--- src/rtl/char_buffer_ctrl.sv ---
// Character cell store for the VGA text renderer: arbitrates keyboard and host
// writes, runs a one-cell-per-cycle clear, and copies to the display on vsync.
module char_buffer_ctrl #(
    parameter int         DEPTH      = 40,
    parameter logic [7:0] BLANK_CHAR = 8'h20
) (
    input  logic               VGA_CLK_IN,
    input  logic               rst,
    input  logic               a_req,
    input  logic               a_op,
    input  logic [7:0]         a_char,
    output logic               a_ack,
    input  logic               b_req,
    input  logic [5:0]         b_addr,
    input  logic [7:0]         b_data,
    output logic               b_ack,
    output logic               b_err,
    input  logic               clr_req,
    output logic               clr_busy,
    input  logic               vsync_in,
    output logic [8*DEPTH-1:0] disp_flat,
    output logic [5:0]         cursor,
    output logic               commit_pulse
);
    localparam logic [0:0] ST_IDLE  = 1'b0;
    localparam logic [0:0] ST_CLEAR = 1'b1;

    localparam logic [5:0] LAST_IDX = 6'(DEPTH - 1);
    localparam logic [6:0] DEPTH_W  = 7'(DEPTH);

    logic [0:0] state;
    logic [5:0] clr_idx;
    logic [7:0] work [DEPTH];
    logic       dirty;
    logic       vsync_prev;
    logic       prio_b;

    logic       a_elig;
    logic       b_elig;
    logic       grant_a;
    logic       grant_b;
    logic       b_in_range;
    logic       rise;
    logic       commit;
    logic       clr_done;
    logic       wr_en;
    logic [5:0] wr_idx;
    logic [7:0] wr_data;
    logic [5:0] cursor_next;

    assign clr_busy   = (state == ST_CLEAR);
    assign clr_done   = clr_busy && (clr_idx == LAST_IDX);
    assign a_elig     = a_req & ~a_ack;
    assign b_elig     = b_req & ~b_ack;
    assign b_in_range = ({1'b0, b_addr} < DEPTH_W);
    assign rise       = vsync_in & ~vsync_prev;
    assign commit     = rise & dirty;

    // A pending clear request blocks both ports; ties go to whoever was not served last.
    always_comb begin
        grant_a = 1'b0;
        grant_b = 1'b0;
        if (state == ST_IDLE && !clr_req) begin
            if (a_elig && (!b_elig || !prio_b)) begin
                grant_a = 1'b1;
            end else if (b_elig) begin
                grant_b = 1'b1;
            end
        end
    end

    // NOTE: every output of this block gets a default first, so no latch is inferred.
    always_comb begin
        wr_en       = 1'b0;
        wr_idx      = clr_idx;
        wr_data     = BLANK_CHAR;
        cursor_next = cursor;
        if (clr_busy) begin
            wr_en = 1'b1;
            if (clr_done) begin
                cursor_next = '0;
            end
        end else if (grant_a) begin
            wr_en = 1'b1;
            if (!a_op) begin
                wr_idx  = cursor;
                wr_data = a_char;
                if (cursor < LAST_IDX) begin
                    cursor_next = cursor + 6'd1;
                end
            end else begin
                wr_idx      = (cursor == 6'd0) ? 6'd0 : cursor - 6'd1;
                cursor_next = wr_idx;
            end
        end else if (grant_b) begin
            wr_en   = b_in_range;
            wr_idx  = b_addr;
            wr_data = b_data;
        end
    end

    always_ff @(posedge VGA_CLK_IN or posedge rst) begin
        if (rst) begin
            state        <= ST_IDLE;
            clr_idx      <= '0;
            cursor       <= '0;
            dirty        <= 1'b0;
            vsync_prev   <= 1'b0;
            prio_b       <= 1'b0;
            a_ack        <= 1'b0;
            b_ack        <= 1'b0;
            b_err        <= 1'b0;
            commit_pulse <= 1'b0;
        end else begin
            vsync_prev   <= vsync_in;
            a_ack        <= grant_a;
            b_ack        <= grant_b;
            b_err        <= grant_b & ~b_in_range;
            commit_pulse <= commit;
            cursor       <= cursor_next;
            if (grant_a) begin
                prio_b <= 1'b1;
            end else if (grant_b) begin
                prio_b <= 1'b0;
            end
            // A write on a commit edge wins, so it shows up in the next frame.
            if (wr_en) begin
                dirty <= 1'b1;
            end else if (commit) begin
                dirty <= 1'b0;
            end
            case (state)
                ST_IDLE: begin
                    if (clr_req) begin
                        state   <= ST_CLEAR;
                        clr_idx <= '0;
                    end
                end
                ST_CLEAR: begin
                    clr_idx <= clr_idx + 6'd1;
                    if (clr_done) begin
                        state <= ST_IDLE;
                    end
                end
                default: state <= ST_IDLE;
            endcase
        end
    end

    // NOTE: the cells must come out of reset as BLANK_CHAR, so they are reset
    // registers rather than a RAM.
    always_ff @(posedge VGA_CLK_IN or posedge rst) begin
        if (rst) begin
            for (int i = 0; i < DEPTH; i++) begin
                work[i] <= BLANK_CHAR;
            end
            disp_flat <= {DEPTH{BLANK_CHAR}};
        end else begin
            for (int i = 0; i < DEPTH; i++) begin
                if (wr_en && wr_idx == 6'(i)) begin
                    work[i] <= wr_data;
                end
                // NOTE: non-blocking, so the copy sees work as it stood before this edge.
                if (commit) begin
                    disp_flat[8*i +: 8] <= work[i];
                end
            end
        end
    end
endmodule
--- config.mk ---
export PLATFORM = sky130hd
export DESIGN_NAME = char_buffer_ctrl
export DESIGN_NICKNAME = d
export VERILOG_FILES = /design/src/rtl/char_buffer_ctrl.sv
export SDC_FILE = /design/constraint.sdc
export NUM_CORES = 1
export LEC_CHECK = 0
export ABC_CLOCK_PERIOD_IN_PS = 23800
export CORE_MARGIN = 1.5
export CORE_UTILIZATION = 30
export CTS_BUF_LIST = sky130_fd_sc_hd__clkbuf_2
export CTS_CLUSTER_DIAMETER = 150
export CTS_CLUSTER_SIZE = 40
export DETAILED_ROUTE_END_ITERATION = 10
export DONT_BUFFER_PORTS = 1
export PLACE_DENSITY_LB_ADDON = 0.15
export SLEW_MARGIN = 10
export SYNTH_ARGS = -nofsm -noshare
export SYNTH_HDL_FRONTEND = slang
export SYNTH_SLANG_ARGS = --single-unit
--- constraint.sdc ---
create_clock -name VGA_CLK_IN -period 23.8 [get_ports VGA_CLK_IN]
set_clock_uncertainty 0.2 [all_clocks]
set_input_delay 5.95 -clock VGA_CLK_IN [delete_from_list [all_inputs] [get_ports VGA_CLK_IN]]
set_output_delay 5.95 -clock VGA_CLK_IN [all_outputs]
set_load 0.03 [all_outputs]
==> impl_results.md, run 1 <==
* Antenna-violating nets left at 0
* Worst slew pin tran at 1080 ps
* Lkg Pwr at 14.1 nW
* DRT iter0 DRCs at just under 900
* Worst EP required at 24950 ps
* Final Critical Period at 8690 ps
* Top_reg_cell synth: dfrtp_1
* Synthesized area per cell at approximately 11 µm²
* First drt pass iteration count at 5
* Clock share of power at 23.3%
* FP Rows at 107
* Die area at 0.0874 mm²
* Via count at 15700
* Peak Freq at 115 MHz
* Synthesis-stage register bit count at 660
* P_sw at approximately 400 µW
* Max-Cap Viols at 0
* Avg WL per Cell at around 21 µm
* CTS tree: yes
* Pin count of the biggest net entering global routing at 179
* Netlist cell types at 56
* Most common cell in the netlist: nand2_1
* Vias/cell at 4.64
* Starting Density at 30.2%
* Yosys warnings at 0
* Nets at 2243
* Port bufs at 0
* Crit path launch type: input port
* Relative slew slack at about 28%
* Syn Inst Count at 2289
* Post-synth ARST share at 100%
* Commonest cells in the netlist: nand2_1, dfrtp_1, mux2_2, clkbuf_1, dfstp_2
* Pwr dens at between 50 and 60 mW/mm²
* All-Layer GR Usage at ~16%
* First-pass GRT wire length at 108000 µm
* Net Sw Frac at 24.9%
* Sequential power share at between 70% and 80%
* Yosys top cell by area: dfrtp_1
* Post CTS Setup Buffer Count at 0
* Logic gate share of total power at around 3.2%
* GP Congestion at ~0.78
* Largest cells by area after synthesis: dfrtp_1, nand2_1, mux2_2
* Worst path arrival time at 9850 ps
* Crit path capture type: flop
* Hold WC Path Type: reg2reg
* Area Growth Syn to Fin at 5.53%
* Final Cycle Share at 36.5%
* Power Total at roughly 1.6 mW
* Clk pin slew, worst setup/hold paths at 760 ps
* Die W at 296 µm
* DRC at 0
* Slew Limit Fails at 0
* Post-synthesis cell area at 0.0257 mm²
* Die Ht at 296 µm
* P_int at 1.19 mW
* I/O pin count at 360
* CORE AREA at around 0.085 mm²
* H-tree depth at 1
* Status: complete, no violations
* Clk_lat worst skew at around 1400 ps
* VDD IR-drop max at 0.0364 mV
* Final Hold Fails at 0
* Post-CTS sizing at 0
* Initial antenna violation count at 7
* Post-synthesis sequential area ratio at 64.7%
* # hold bufs at CTS at 0
* CTS sink cnt at between 600 and 700
* Setup repair after global routing missed its margin: false
* Max Fanout on Critical Path at 14
* Filler cell count at 8745
* Max Buffers Root-to-Sink at 3
* CP Class: in2reg
* Hpwl dp at approximately 45000 µm
* Vias in the first global route at approximately 16000
* Share of layout cells above drive strength 1 at 21.9%
* Setup violators final at 0
* Clock buffer count from CTS at 20
* Post-synth EDFFs at 0
* GR Overflow Total at 0
* Overall routed net length at a little over 70000 µm
* TNS Setup at 0 ps
* Clk root buf: clkbuf_2
* Synth top area share at 56.5%
* Synthesized Nets at 2322
layer usage:
| metal | vias up | wire length (µm) | global-route usage, % |
|---|---|---|---|
| met4 | 2 | 918 | 2.88 |
| met2 | 249 | 36000 | 28.1 |
| met1 | 8206 | 31000 | 20.8 |
| li1 | 7166 | - | - |
| met3 | 38 | 4300 | 4.02 |
| met5 | - | 13 | 0 |
registers in the layout, indices dropped and copies added (netlist names):
| register | flops |
|---|---|
| disp_flat | 320 |
| work | 320 |
| clr_idx | 6 |
| cursor | 6 |
| a_ack | 1 |
| b_ack | 1 |
| b_err | 1 |
| clr_busy | 1 |
| commit_pulse | 1 |
| dirty | 1 |
| prio_b | 1 |
| vsync_prev | 1 |
worst paths after layout:
check                      startpoint        endpoint  slack (ps)  cells past startpoint
setup reg to reg                a_ack        work[82]       18970                      8
hold / removal              work[232]   disp_flat[80]         210                      2
setup / recovery                a_req        work[82]       15110                      8
min in group asynchronous         rst  disp_flat[275]        4230                      1
hold reg to reg             work[232]   disp_flat[80]         210                      2
max in group asynchronous         rst       work[162]       16810                      3
worst max-delay path, cell delays in order:
cell,delay (ps)
nor2b_1,280
nand3_1,560
inv_1,710
a222oi_1,230
or2_1,430
nor3_4,670
nor4b_4,600
mux2_2,400
layout by cell type, fill, tap and decap left out, types with 4 or more instances in the layout:
cell type / netlist / routed
nand2_1: 1002 / 995
dfrtp_1: 580 / 580
mux2_2: 321 / 321
dfstp_2: 80 / 80
clkbuf_2: 0 / 33
buf_4: 0 / 22
nor2_1: 22 / 21
nand3_1: 18 / 18
o21ai_0: 14 / 14
nand3b_1: 12 / 12
diode_2: 0 / 9
nor3_1: 9 / 9
nand2b_1: 8 / 8
inv_1: 8 / 7
nand2_2: 0 / 7
nor2b_1: 6 / 6
o31ai_1: 6 / 6
a21oi_1: 5 / 5
and3b_1: 5 / 5
a22o_1: 4 / 4
o22a_1: 4 / 4
nor3_2: 4 / 4
xnor2_1: 4 / 4
ha_1: 4 / 4
metrics by stage:
step / std cells / instance area [µm²] / utilization (%) / setup slack, ps / hold slack, ps
finish: 3377 / 27100 / 31.9 / 15110 / 211
global route: 3374 / 27100 / 31.9 / 15060 / 212
CTS: 3368 / 27100 / 31.9 / 15120 / 243
detailed placement: 3332 / 26900 / 31.6 / 13690 / 245
global placement: 3332 / 26900 / 31.6 / 13830 / 241
floorplan: 2289 / 25700 / - / 8690 / 232
logic make-up after synthesis:
logic type / Yosys count / share of synthesized area [%]
xor gates and xnor gates: 6 / 0.205
and+or+nand+nor: 1110 / 17.4
muxes: 322 / 14.1
AOI/OAI and AO/OA: 51 / 1.38
adders and majority gates: 4 / 0.195
buffers and inverters: 136 / 2.05
DFF: 660 / 64.7
power by group through the flow:
stage | clock [mW] | sequential (mW) | combinational, mW
detailed placement | 0 | 1.17 | 0.0545
global route | 0.434 | 1.17 | 0.0597
CTS | 0.402 | 1.17 | 0.0545
finish | 0.369 | 1.16 | 0.0514
global placement | 0 | 1.17 | 0.0536
floorplan | 0 | 1.17 | 0.0386
layout make-up:
class	count	area (µm²)	share of cell area, %
inverter	10	48.8	0.180
clock inverter	3	28.8	0.106
clock buffer	33	165	0.609
tap	1144	1430	5.28
antenna	9	22.5	0.0831
multi-input combinational	1493	8580	31.6
timing repair buffer	25	225	0.831
sequential	660	16600	61.3
Note: power is estimated with default switching activity, not from simulation.
==> run 2, diff against run 1 <==
--- a/config.mk
+++ b/config.mk
@@ -5,7 +5,7 @@
 export SDC_FILE = /design/constraint.sdc
 export NUM_CORES = 1
 export LEC_CHECK = 0
-export ABC_CLOCK_PERIOD_IN_PS = 23800
+export ABC_CLOCK_PERIOD_IN_PS = 8430
 export CORE_MARGIN = 1.5
 export CORE_UTILIZATION = 30
 export CTS_BUF_LIST = sky130_fd_sc_hd__clkbuf_2
==> constraint.sdc (replaced) <==
create_clock -name VGA_CLK_IN -period 8.43 [get_ports VGA_CLK_IN]
set_clock_uncertainty 0.2 [all_clocks]
set_input_delay 2.1075 -clock VGA_CLK_IN [delete_from_list [all_inputs] [get_ports VGA_CLK_IN]]
set_output_delay 2.1075 -clock VGA_CLK_IN [all_outputs]
set_load 0.03 [all_outputs]
==> run 2 against run 1 <==
Effect of this change: sequential cell count unchanged; setup slack worse by 12000 ps; power rose to 2.8 times the previous value; wire length up 3.7%; register-to-register slack worse by 16000 ps; largest power group unchanged; non-clock buffer count down 2; hold slack worse by 12 ps; global-route usage up 0.68 points; clock-buffer cell count up 1.
==> impl_results.md, run 2 (synthesis results as in run 1) <==
* FP Rows at 107 (unchanged)
* First-pass GRT wire length at 111000 µm (+3.3%)
* Nets at 2241 (-0.089%)
* Filler cell count at 8648 (-1.1%)
* I/O pin count at 360 (unchanged)
* Clk_lat worst skew at 1310 ps (-50 ps)
* Setup violators final at 0 (unchanged)
* First drt pass iteration count at 7 (+2)
* Worst path arrival time at 6060 ps (-3790 ps)
* Final Cycle Share at 59.3%
* Setup repair after global routing missed its margin: false
* # hold bufs at CTS at 0 (unchanged)
* Reg area at 0.0166 mm² (unchanged)
* Final Hold Fails at 0 (unchanged)
* Initial antenna violation count at 15 (+8)
* Share of layout cells above drive strength 1 at 21.9% (-0.025 points)
* Crit path capture type: flop
* Max-Cap Viols at 0 (unchanged)
* H-tree depth at 1 (unchanged)
* Hold WC Path Type: reg2reg
* Peak Freq at 200 MHz
* Net Sw Frac at 24.8% (-0.069 points)
* Final worst slack at 3430 ps (-11680 ps)
* GP Congestion at 0.769 (-2.0%)
* Avg WL per Cell at 22.2 µm (+3.7%)
* Port bufs at 0 (unchanged)
* Die W at 296 µm (unchanged)
* Worst slew pin tran at 1160 ps (+79.2 ps)
* Commonest non-fill, non-tap cell in the layout: nand2_1
* Post CTS Setup Buffer Count at 0 (unchanged)
* CORE AREA at 0.0850 mm² (unchanged)
* Area of the multi-input gates at 0.00858 mm² (unchanged)
* Vias in the first global route at 16300 (+0.64%)
* Logic gate share of total power at 3.4% (+0.2 points)
* Vias/cell at 4.68 (+0.82%)
* Clk pin slew, worst setup/hold paths at 760 ps (about the same)
* Biggest regs: disp_flat (320), work (320)
* Max Fanout on Critical Path at 19 (+5)
* Hpwl dp at 48400 µm (+7.1%)
* Pwr dens at 165 mW/mm² (+180%)
* CP Class: reg2reg
* CTS tree: yes
* Worst path slowest cell: dfrtp_1
* P_sw at 1.11 mW (+180%)
* Via count at 15800 (+0.82%)
* DRT iter0 DRCs at 811 (-7.6%)
* Relative slew slack at 22.5% (-5.3 points)
* Overall routed net length at 74900 µm (+3.7%)
* Status: complete, no violations
* Die Ht at 296 µm (unchanged)
* Antenna-violating nets left at 0 (unchanged)
* Pre-CTS WS at 2230 ps (-11470 ps)
* Starting Density at 30.2% (unchanged)
* Non-Filler Instances at 3377 (unchanged)
* DRC at 0 (unchanged)
* Cell count after placement at 3330 (-0.060%)
* Clk root buf: clkbuf_2
* Clock share of power at 23.2% (about the same)
* Area Growth Syn to Fin at 5.64%
* Post-CTS sizing at 0 (unchanged)
* Sequential power share at 73.4% (about the same)
* P_int at 3.37 mW (+180%)
* Commonest non-fill, non-tap cells in the layout: nand2_1, dfrtp_1, mux2_2, dfstp_2, clkbuf_2
* Largest stage delay, worst path at 890 ps (+180 ps)
* CTS sink cnt at 660 (unchanged)
* Max Buffers Root-to-Sink at 3 (unchanged)
* Crit path launch type: flop
* Slew Limit Fails at 0 (unchanged)
* Pin count of the biggest net entering global routing at 192 (+7.3%)
* All-Layer GR Usage at 17.0% (+0.68 points)
* Die area at 0.0874 mm² (unchanged)
* Clock buffer count from CTS at 20 (unchanged)
* GR Overflow Total at 0 (unchanged)
* Lkg Pwr at 14.1 nW (about the same)
* Worst EP required at 9490 ps (-15460 ps)
* Final Critical Period at approximately 5000 ps
* Worst path cell trace: nor2_2 > nand3_1 > inv_1 > o211ai_1 > a2bb2oi_1 > nor2b_1 > nand2_1 > mux2_2
* VDD IR-drop max at 0.110 mV (+200%)
==> run 2: cell types whose count changed in the layout (fill, tap and decap cells not counted), sizes merged <==
cell	change
buf	-2
clkinv	-2
diode	+2
inv	+1
clkbuf	+1
==> run 2: critical path, delay by kind of cell, from the launching register on <==
family | cells | cell delay (ps)
AOI/OAI and AO/OA | 2 | 1090
and+or+nand+nor | 4 | 1890
buffers and inverters | 1 | 520
muxes | 1 | 370
DFF | 1 | 890
==> run 2: path summary, 6_finish.rpt <==
path / start / slack [ps] / endpoint / cells after the start
worst max-delay path: clr_busy / 3430 / work[233] / 8
worst min-delay path: work[261] / 200 / disp_flat[61] / 2
worst max register to register: clr_busy / 3430 / work[233] / 8
worst min register to register: work[261] / 200 / disp_flat[61] / 2
max in group asynchronous: rst / 5730 / work[197] / 3
min in group asynchronous: rst / 510 / work[48] / 1
==> run 2: area by class of cell <==
class | instances | share of cell area [%]
diodes | 11 | 0.101
clock buffers | 34 | 0.627
clock inverters | 2 | 0.0922
inverters | 10 | 0.180
multi-input cells | 1493 | 31.6
flip-flops and latches | 660 | 61.2
well taps | 1144 | 5.27
repair buffers | 23 | 0.913
==> run 2: layer usage <==
metal	vias up	GRT usage (%)	share of wire [%]
li1	7164	-	-
met1	8253	21.9	43
met2	305	28.6	49
met3	59	4.72	7.2
met4	8	2.96	1.4
met5	-	0	0.061
==> run 2: metrics by stage <==
step	setup TNS [ps]	instance area, µm²	hold WS [ps]	util [%]	power [mW]
6_report	0	27100	198	31.9	4.48
5_1_grt	0	27100	235	31.9	4.69
4_1_cts	0	27100	229	31.9	4.58
3_5_place_dp	0	26900	243	31.7	3.47
3_3_place_gp	0	26900	237	31.7	3.47
2_1_floorplan	-1668280	25700	232	-	3.41
==> run 2: power groups by stage <==
stage	Clock [mW]	Combinational [mW]	Sequential, mW
after global placement	0	0.158	3.31
after floorplan	0	0.109	3.30
after detailed placement	0	0.161	3.31
after global routing	1.21	0.175	3.30
final	1.04	0.150	3.29
after CTS	1.13	0.161	3.29
